--- config.mk ---
export PLATFORM = sky130hd
export DESIGN_NAME = gpi_debounce_evt
export DESIGN_NICKNAME = d
export VERILOG_FILES = /design/src/rtl/gpi_debounce_evt.sv
export SDC_FILE = /design/constraint.sdc
export NUM_CORES = 1
export LEC_CHECK = 0
export CAP_MARGIN = 20
export CORE_ASPECT_RATIO = 0.5
export CORE_MARGIN = 1.5
export CORE_UTILIZATION = 53
export CTS_CLUSTER_DIAMETER = 80
export DETAILED_ROUTE_END_ITERATION = 10
export PLACE_DENSITY = 0.82
export SLEW_MARGIN = 30
export SYNTH_ARGS = -nofsm -noshare
export SYNTH_HDL_FRONTEND = slang
export SYNTH_SLANG_ARGS = --single-unit
export TNS_END_PERCENT = 100
--- constraint.sdc ---
create_clock -name clk_sys_i -period 2.1 [get_ports clk_sys_i]
set_input_delay 0.21 -clock clk_sys_i [delete_from_list [all_inputs] [get_ports clk_sys_i]]
set_output_delay 0.21 -clock clk_sys_i [all_outputs]
set_load 0.01 [all_outputs]
--- src/rtl/gpi_debounce_evt.sv ---
// GPI conditioning: synchroniser, per-channel debounce,
// edge pulses and sticky clearable events with one interrupt.
module gpi_debounce_evt #(
  parameter int GpiWidth       = 8,
  parameter int SyncStages     = 2,
  parameter int DebounceCycles = 50000
) (
  input  logic                clk_sys_i,
  input  logic                rst_sys_i,
  input  logic [GpiWidth-1:0] gp_raw_i,
  input  logic [GpiWidth-1:0] rise_en_i,
  input  logic [GpiWidth-1:0] fall_en_i,
  input  logic [GpiWidth-1:0] evt_clr_i,
  output logic [GpiWidth-1:0] gp_o,
  output logic [GpiWidth-1:0] rise_pulse_o,
  output logic [GpiWidth-1:0] fall_pulse_o,
  output logic [GpiWidth-1:0] evt_o,
  output logic                irq_o
);

  localparam int CntW = $clog2(DebounceCycles + 1);
  localparam logic [CntW-1:0] CntMax =
    CntW'(DebounceCycles - 1);

  logic [GpiWidth-1:0] sync_q [SyncStages];
  logic [GpiWidth-1:0] sync;

  logic [CntW-1:0] cnt_q [GpiWidth];
  logic [CntW-1:0] cnt_d [GpiWidth];

  logic [GpiWidth-1:0] acc;
  logic [GpiWidth-1:0] gp_q, gp_d;
  logic [GpiWidth-1:0] rise_q, rise_d;
  logic [GpiWidth-1:0] fall_q, fall_d;
  logic [GpiWidth-1:0] evt_q, evt_d;

  always_ff @(posedge clk_sys_i) begin
    if (rst_sys_i) begin
      for (int s = 0; s < SyncStages; s++) begin
        sync_q[s] <= '0;
      end
    end else begin
      sync_q[0] <= gp_raw_i;
      for (int s = 1; s < SyncStages; s++) begin
        sync_q[s] <= sync_q[s-1];
      end
    end
  end

  assign sync = sync_q[SyncStages-1];

  // A mismatch must persist for DebounceCycles samples in a row.
  always_comb begin
    acc = '0;
    for (int i = 0; i < GpiWidth; i++) begin
      cnt_d[i] = '0;
      if (sync[i] != gp_q[i]) begin
        if (cnt_q[i] == CntMax) begin
          acc[i] = 1'b1;
        end else begin
          cnt_d[i] = cnt_q[i] + 1'b1;
        end
      end
    end
  end

  always_comb begin
    gp_d   = gp_q ^ acc;
    rise_d = acc & sync;
    fall_d = acc & ~sync;
    // Set dominates clear.
    evt_d  = (rise_q & rise_en_i)
           | (fall_q & fall_en_i)
           | (evt_q & ~evt_clr_i);
  end

  always_ff @(posedge clk_sys_i) begin
    if (rst_sys_i) begin
      for (int i = 0; i < GpiWidth; i++) begin
        cnt_q[i] <= '0;
      end
      gp_q   <= '0;
      rise_q <= '0;
      fall_q <= '0;
      evt_q  <= '0;
    end else begin
      for (int i = 0; i < GpiWidth; i++) begin
        cnt_q[i] <= cnt_d[i];
      end
      gp_q   <= gp_d;
      rise_q <= rise_d;
      fall_q <= fall_d;
      evt_q  <= evt_d;
    end
  end

  assign gp_o         = gp_q;
  assign rise_pulse_o = rise_q;
  assign fall_pulse_o = fall_q;
  assign evt_o        = evt_q;
  assign irq_o        = |evt_q;

endmodule
# Yosys cells after proc, flatten, opt, wreduce, memory -nomap -nowiden

Memories as Yosys holds them, arrays and structs flattened.
Index checks and enable logic that the tools add are counted.

$add $sub $neg: 8
Multipliers: 0
Divide/modulo/power cells: 0
$lt $le $gt $ge: 0
Equal/unequal tests: 16
Shift-type cells: 0
Muxes and demuxes: 45
Bitwise gates (word level): 20
Reductions and logical operators: 1

Operators by type and width:

| operator                                      | count |
|---|---|
| two-way mux 16 bit                            | 24 |
| adder 16 x 1 -> 16 bit, second input constant | 8 |
| equality test 16 bit, second input constant   | 8 |
| AND 8 bit                                     | 5 |
| two-way mux 1 bit                             | 19 |
| two-way mux 8 bit                             | 2 |
| NOT 8 bit                                     | 2 |
| OR 8 bit                                      | 2 |
| OR 1 bit                                      | 10 |
| != test 1 bit                                 | 8 |
| OR reduction 8 bit                            | 1 |
| bitwise XOR 8 bit                             | 1 |

Bits in registers: 32
Latch bits: 0
RAM bits: 144
Bits in read-only memories: 0
Input bits: 34
Logic and storage cells: 96
Memories kept: 2

Memory list:

| name   | words | width | read ports | clocked after Yosys merged registers in | wr ports | line | text |
|---|---|---|---|---|---|---|---|
| cnt_q  | 8     | 16    | 8          | 0                                       | 8        | 28   | `logic [CntW-1:0] cnt_q [GpiWidth];` |
| sync_q | 2     | 8     | 2          | 0                                       | 2        | 25   | `logic [GpiWidth-1:0] sync_q [SyncStages];` |

# Longest topological paths before layout

Gate-level depths: netlist (run 1).

Depth in word-level cells: 4
Gate-level depth with buffers: 7
Gate-level depth less buffers: 5

# Worst setup path before layout (run 1)

OpenSTA, ideal clock, no wires.

Path kind: register to register
Start: memory cnt_q[0][43] in the netlist's numbering
End: memory cnt_q[0][36] in the netlist's numbering
Data arrival time: 1.599 ns
Data required time: 1.984 ns
Setup slack: 0.385 ns
Stages on the path, launching flop included: 7
Buffers on the path: 2
Cell sequence: dfxtp_1 or4_4 nor4_4 or3_1 buf_4 buf_6 nor2_1

RTL lines:

| item            | line |
|---|---|
| start, declared | 28 |

# Final worst setup path (run 1)

Start: register evt_q[5], in the netlist evt_o[5]
End: output irq_o

Word-level cells in the longest chain between the ends: 1

Ends and longest elaborated chain:

| item                   | line | text |
|---|---|---|
| start, declared        | 35   | `logic [GpiWidth-1:0] evt_q, evt_d;` |
| start signal, assigned | 93   | `evt_q <= evt_d;` |
| OR reduction 8 bit     | 101  | `assign irq_o = \|evt_q;` |
| end, declared          | 18   | `output logic irq_o` |

Every way passes these cells.

==> impl_metrics.yaml, run 1 <==
status:
  outcome: "finished, final reports clean"
layout:
  drive_above_1_share: 0.04881
  areaGrowthSynthToFinish_pct: 19.84
  stdcell_count: 1057
  finish.utilization: 0.6473
  fin_nets: 911
  insertedDiodeCount: 0
critical_path:
  cp.required_ps: 1890
  critPathMaxStageDelay_ps: 480
  crit_slowest_cell: "clkdlybuf4s50_1"
  critical_path.cell_chain: "nor4_1 -> nand2_1 -> clkdlybuf4s50_1"
  crit_path_start_kind: "flop"
  crit_fanout: 3
  endpoint_kind: "output port"
  cp.arrival_ps: 1700
  path_class: "flop to output port"
  reg2reg_depth: 3
floorplan:
  dieArea_um2: 14490
  core_um2: 13480
  rows: 30
  initial_core_util: 0.5401
  io_pins: 67
  die_h_um: 85.87
  die_w_um: 168.7
sta:
  whs_ps: 192.7
  slew_headroom: 0.6541
  period_minus_slack_ps: 1914
  rsz0062_at_grt: "false"
  fin_ws_ps: 186.2
  maxSlewViolCount: 0
  fin_skew_ps: 10.42
  fmax_mhz: 522.5
  worstMarginPinSlew_ps: 517.6
  timing.final.crit_share: 0.9113
  tns_ps: 0
  finalHoldViolCount: 0
  setup_viol: 0
logic_synthesis:
  synthArstFlopShare: 0
  synth.avg_cell_area_um2: 9.155
  synthCells: 795
  ys_seq_area_frac: 0.4841
  synth_edf_count: 0
  synth_nets: 837
  netlist_area_um2: 7278
  ys.flop_type: "dfxtp_1"
  ys_warn_count: 0
  synthDistinctLibCells: 42
  synth-seq-cells: 176
placed_design:
  dp_slack_ps: 356.0
  dpl.hpwl_um: 10130
  dpl.cell_count: 1026
  io_buffer_count: 66
  routabilityCongestion: 0.8719
power:
  power_density_nw_per_um2: 764.2
  p_leak_uw: 0.002750
  ir_drop_v: 0.0005571
grt:
  antenna_found_initial: 0
  grt_overflow: 0
  grt_pass1_vias: 5465
  grt_pass1_wl_um: 25250
  grt_usage: 0.2166
  grt_max_degree: 34
cts:
  clockBufferDepth: 2
  hold_buffers: 0
  postCtsResizedCells: 0
  cts_tree: "built"
  cts_inserted_buffers: 17
  cts_htree_levels: 4
  postCtsSetupBuffers: 0
  root_buffer: "clkbuf_16"
  clkLatencyLatePin_ps: 420
  clkTransAtPathRegs_ps: 60
  clkSinkCount: 176
hold_path:
  hp-class: "primary input to flop"
  holdPathStages: 2
drt:
  dr.pass1.iters: 5
  top_layer: "met4"
  drt-met1-wl_um: 6899
  dr_wl_met3_um: 516
  drtIter0Drc: 425
  wl_met2_um: 7332
  drc: 0
  routed_wl_um: 14970
  ant_nets: 0
  route.vias.total: 5784
  detail_route.wl_per_cell_um: 14.16
  via_per_inst: 5.472
job:
  cap_violations: 0
-- final timing paths --
check,end,from,slack [ps]
worst max-delay path,irq_o,evt_o[5],190
worst min-delay path,flop,rst_sys_i,190
worst max register to register,fall_pulse_o[1],cnt_q[0][27],270
worst min register to register,sync_q[0][11],sync_q[0][3],440
-- flip-flops by register name, indices dropped and copies added, names as in the netlist, named ones only --
signal        count
fall_pulse_o      8
evt_o             8
rise_pulse_o      8
sync_q           16
cnt_q           128
-- report_power, final --
group	total [uW]	leakage (uW)	internal [uW]	switching (uW)
Combinational	134	0.00104	76.5	57.8
Sequential	3370	0.00142	3360	13.7
Clock	3160	0.000286	1880	1290
-- worst max-delay path: cells and delay by family, from the launching register on --
kind,cells,cell delay [ps]
buf+inv,1,480
simple gates,2,450
flops,1,350
-- layout make-up --
cell class / instances / area, um2
fillers: 1047 / 4753
multi-input cells: 572 / 3558
flip-flops and latches: 176 / 3523
repair buffers: 73 / 720.7
clock buffers: 23 / 488.0
well taps: 176 / 220.2
inverters: 29 / 108.9
clock inverters: 8 / 102.6
-- synthesized netlist by cell type (3+ instances only) --
cell type	count	area share
nand2_1	25	0.013
inv_1	29	0.015
nand2b_1	8	0.0069
nor4b_1	12	0.014
xor2_1	24	0.029
nand4_1	38	0.033
and4_1	5	0.0060
nand4b_1	3	0.0036
nor4_1	35	0.030
nor2b_1	19	0.016
xnor2_1	92	0.11
nor3_1	31	0.021
nand3_1	46	0.032
dfxtp_1	176	0.48
and3b_1	5	0.0060
ha_1	8	0.014
a21oi_1	4	0.0028
clkbuf_1	12	0.0062
nor4bb_1	5	0.0069
and3_1	15	0.013
mux2i_1	7	0.0096
a222oi_1	8	0.011
nor2_1	160	0.083
-- layout by cell type, fill, tap and decap left out, types with 3 or more instances in the layout --
cell             netlist  layout
ha_1                   8       8
inv_1                 29      29
buf_4                  1       6
xor2_1                24      24
nand2_1               25      25
and4_1                 5       5
nor4bb_1               5       5
clkbuf_16              0      17
clkdlybuf4s50_1        0      65
and3b_1                5       5
a21oi_1                4       4
nand3_1               46      46
nor3_1                31      31
mux2i_1                7       7
nor2_1               160     160
clkbuf_8               0       4
nor2b_1               19      19
a222oi_1               8       8
and3_1                15      15
xnor2_1               92      92
nand4_1               38      38
nor4_1                35      35
nand4b_1               3       3
dfxtp_1              176     176
nor4b_1               12      12
nand2b_1               8       8
-- metrics by stage --
step	instance area, um2	power (uW)
6_report	8722	6665
3_5_place_dp	8132	3578
5_1_grt	8722	6884
4_1_cts	8722	6719
2_1_floorplan	7278	3496
3_3_place_gp	8132	3574
-- routing by layer --
metal	GRT usage	up-vias
met4	0.08604	0
met2	0.3742	110
met5	0	-
met3	0.04292	19
li1	-	2907
met1	0.2697	2748
-- kinds of logic (layout without fill, tap and decap cells) --
group,count (synthesis),count (layout),share of synthesized area
flops,176,176,0.4841
compound gates,16,16,0.01702
simple gates,425,425,0.3089
xor+xnor,116,116,0.1396
mux,7,7,0.009627
fa+ha+maj,8,8,0.01375
buf+inv,47,133,0.02699
No activity file was read; power rests on OpenSTA's default activity.
==> inputs of run 2 (changes only) <==
- CORE_UTILIZATION: 53 -> 52
- PLACE_DENSITY: 0.82 -> 0.84
- clock period: 2.1 -> 1.6 ns (I/O delays scaled with it)
==> run 2 against run 1 <==
- the flow now finishes with violations (setup timing)
- critical path depth increased by 3
- register-to-register slack got worse by 460 ps
- via count increased by 13%
- combinational power increased by 65%
- first-iteration DRC count increased by 45%
- global-route usage increased by 1.8 points
- clock-buffer cell count decreased by 5
- wire length increased by 34%
- clock skew decreased by 2.6 ps
- cell count increased by 6.7%
- die area increased by 1.9%
- critical path type is now flop to flop
==> impl_metrics.yaml, run 2 (same netlist as run 1, synthesis figures left out) <==
hold_path:
  worstHoldStart: "rst_sys_i"
  hp-class: "primary input to flop"
  min_to: "sync_q[0][15]"
  holdPathStages: 3
sta:
  finalHoldViolCount: 0
  rsz0062_at_grt: "true"
  fin_skew_ps: 7.843
  setup_viol: 55
  fin_ws_ps: -190.8
  whs_ps: 207.2
  fmax_mhz: 558.4
  maxSlewViolCount: 0
  period_minus_slack_ps: 1791
  worstMarginPinSlew_ps: 864.1
  slew_headroom: 0.4218
  timing.final.crit_share: 1.119
power:
  pwr-share-seq: 0.508
  p_int_uw: 6730
  combPwrFrac: 0.025
  total_power_uw: 8696
  p_sw_frac: 0.2261
  ir_drop_v: 0.0009431
  p_leak_uw: 0.003118
  power_density_nw_per_um2: 903.9
  switchingPower_uw: 1966
  power_frac_clock: 0.466
critical_path:
  crit_path_start_kind: "flop"
  r2r_slack_ps: -190
  cp.required_ps: 1930
  endpoint_kind: "flop"
  reg2reg_depth: 6
  r2r_start: "cnt_q[0][33]"
  crit_fanout: 7
  path_class: "flop to flop"
  cp.arrival_ps: 2120
drt:
  via_per_inst: 5.777
  route.vias.total: 6516
  drtIter0Drc: 615
  detail_route.wl_per_cell_um: 17.75
  routed_wl_um: 20030
  ant_nets: 0
  dr.pass1.iters: 7
  drc: 0
cts:
  cts_inserted_buffers: 17
  clockBufferDepth: 2
  root_buffer: "clkbuf_16"
  clkTransAtPathRegs_ps: 70
  cts_tree: "built"
  clkSinkCount: 176
  cts_htree_levels: 4
  clkLatencyLatePin_ps: 430
layout:
  fin_nets: 965
  stdcell_count: 1128
  final_common_cell: "dfxtp_1"
  drive_above_1_share: 0.1912
  mostFrequentLayoutCells: "dfxtp_1, nor2_1, xnor2_1"
  areaGrowthSynthToFinish_pct: 32.18
  insertedDiodeCount: 0
  regMostFlops: "cnt_q"
  largest_reg_flops: 128
  reg_top3: "cnt_q (128), sync_q (16)"
floorplan:
  die_h_um: 86.66
  rows: 30
  io_pins: 67
  die_w_um: 170.3
  initial_core_util: 0.5356
  core_um2: 13590
  dieArea_um2: 14760
grt:
  antenna_found_initial: 0
  grt_max_degree: 30
  grt_pass1_vias: 5994
  grt_usage: 0.2350
  grt_pass1_wl_um: 27660
  grt_overflow: 0
placed_design:
  io_buffer_count: 66
  dpl.cell_count: 1086
  routabilityCongestion: 0.8944
  dpl.hpwl_um: 10770
  dp_slack_ps: -85.03
job:
  cap_violations: 0
status:
  violations: "setup timing"
  outcome: "finished with violations"
-- run 2: final cells by class --
type	instances	area, um2
multi-input cells	573	3990
fillers	889	3968
flip-flops and latches	176	3543
repair buffers	126	1165
clock buffers	18	439.2
well taps	192	240.2
clock inverters	14	133.9
inverters	29	108.9
-- run 2: metrics by stage --
| step | setup TNS [ps] | utilization | instance area (um2) |
|---|---|---|---|
| 4_1_cts | -840.6 | 0.6765 | 9193 |
| 3_3_place_gp | -61.10 | 0.6273 | 8523 |
| 5_1_grt | -8827 | 0.7080 | 9620 |
| 2_1_floorplan | -669.6 | - | 7300 |
| 3_5_place_dp | -1216 | 0.6273 | 8523 |
| 6_report | -5295 | 0.7080 | 9620 |
-- run 2: power by group through the flow --
stage / combinational (uW) / clock [uW] / sequential [uW]
floorplan: 74.1 / 0 / 4520
finish: 221 / 4050 / 4420
detailed placement: 193 / 0 / 4520
CTS: 201 / 4040 / 4420
global placement: 189 / 0 / 4520
global route: 236 / 4270 / 4420
-- run 2: worst max path at each step --
stage,from,end,cells after the start
after floorplan,cnt_q[0][36],cnt_q[0][36],6
after global placement,cnt_q[1][16],rise_pulse_o[5],5
after detailed placement,cnt_q[0][29],cnt_q[0][29],4
after CTS,cnt_q[0][29],cnt_q[0][29],4
after global routing,cnt_q[0][33],cnt_q[0][44],6
final,cnt_q[0][33],flop,6
-- run 2: worst max-delay path, stage by stage (launching register included) --
cell and delay, ps:
dfxtp_1 380, ha_2 290, nand3_4 180, nor4_4 380
buf_4 190, mux2i_2 220, nor2_1 60
-- run 2: repair_timing --
action,CTS,global route
cloned,1,1
endpoints found under the setup margin,42,123
resized for setup,24,76
hold endpoints to repair,0,0
setup buffers,0,8
pin swaps,8,18
hold buffers,0,0
-- run 2: layer usage --
metal | wire length [um] | GRT usage | vias up
met3 | 923 | 0.05068 | 95
li1 | - | - | 3027
met4 | 1022 | 0.08930 | 0
met5 | 0 | 0 | -
met2 | 10030 | 0.4277 | 254
met1 | 8051 | 0.2744 | 3140
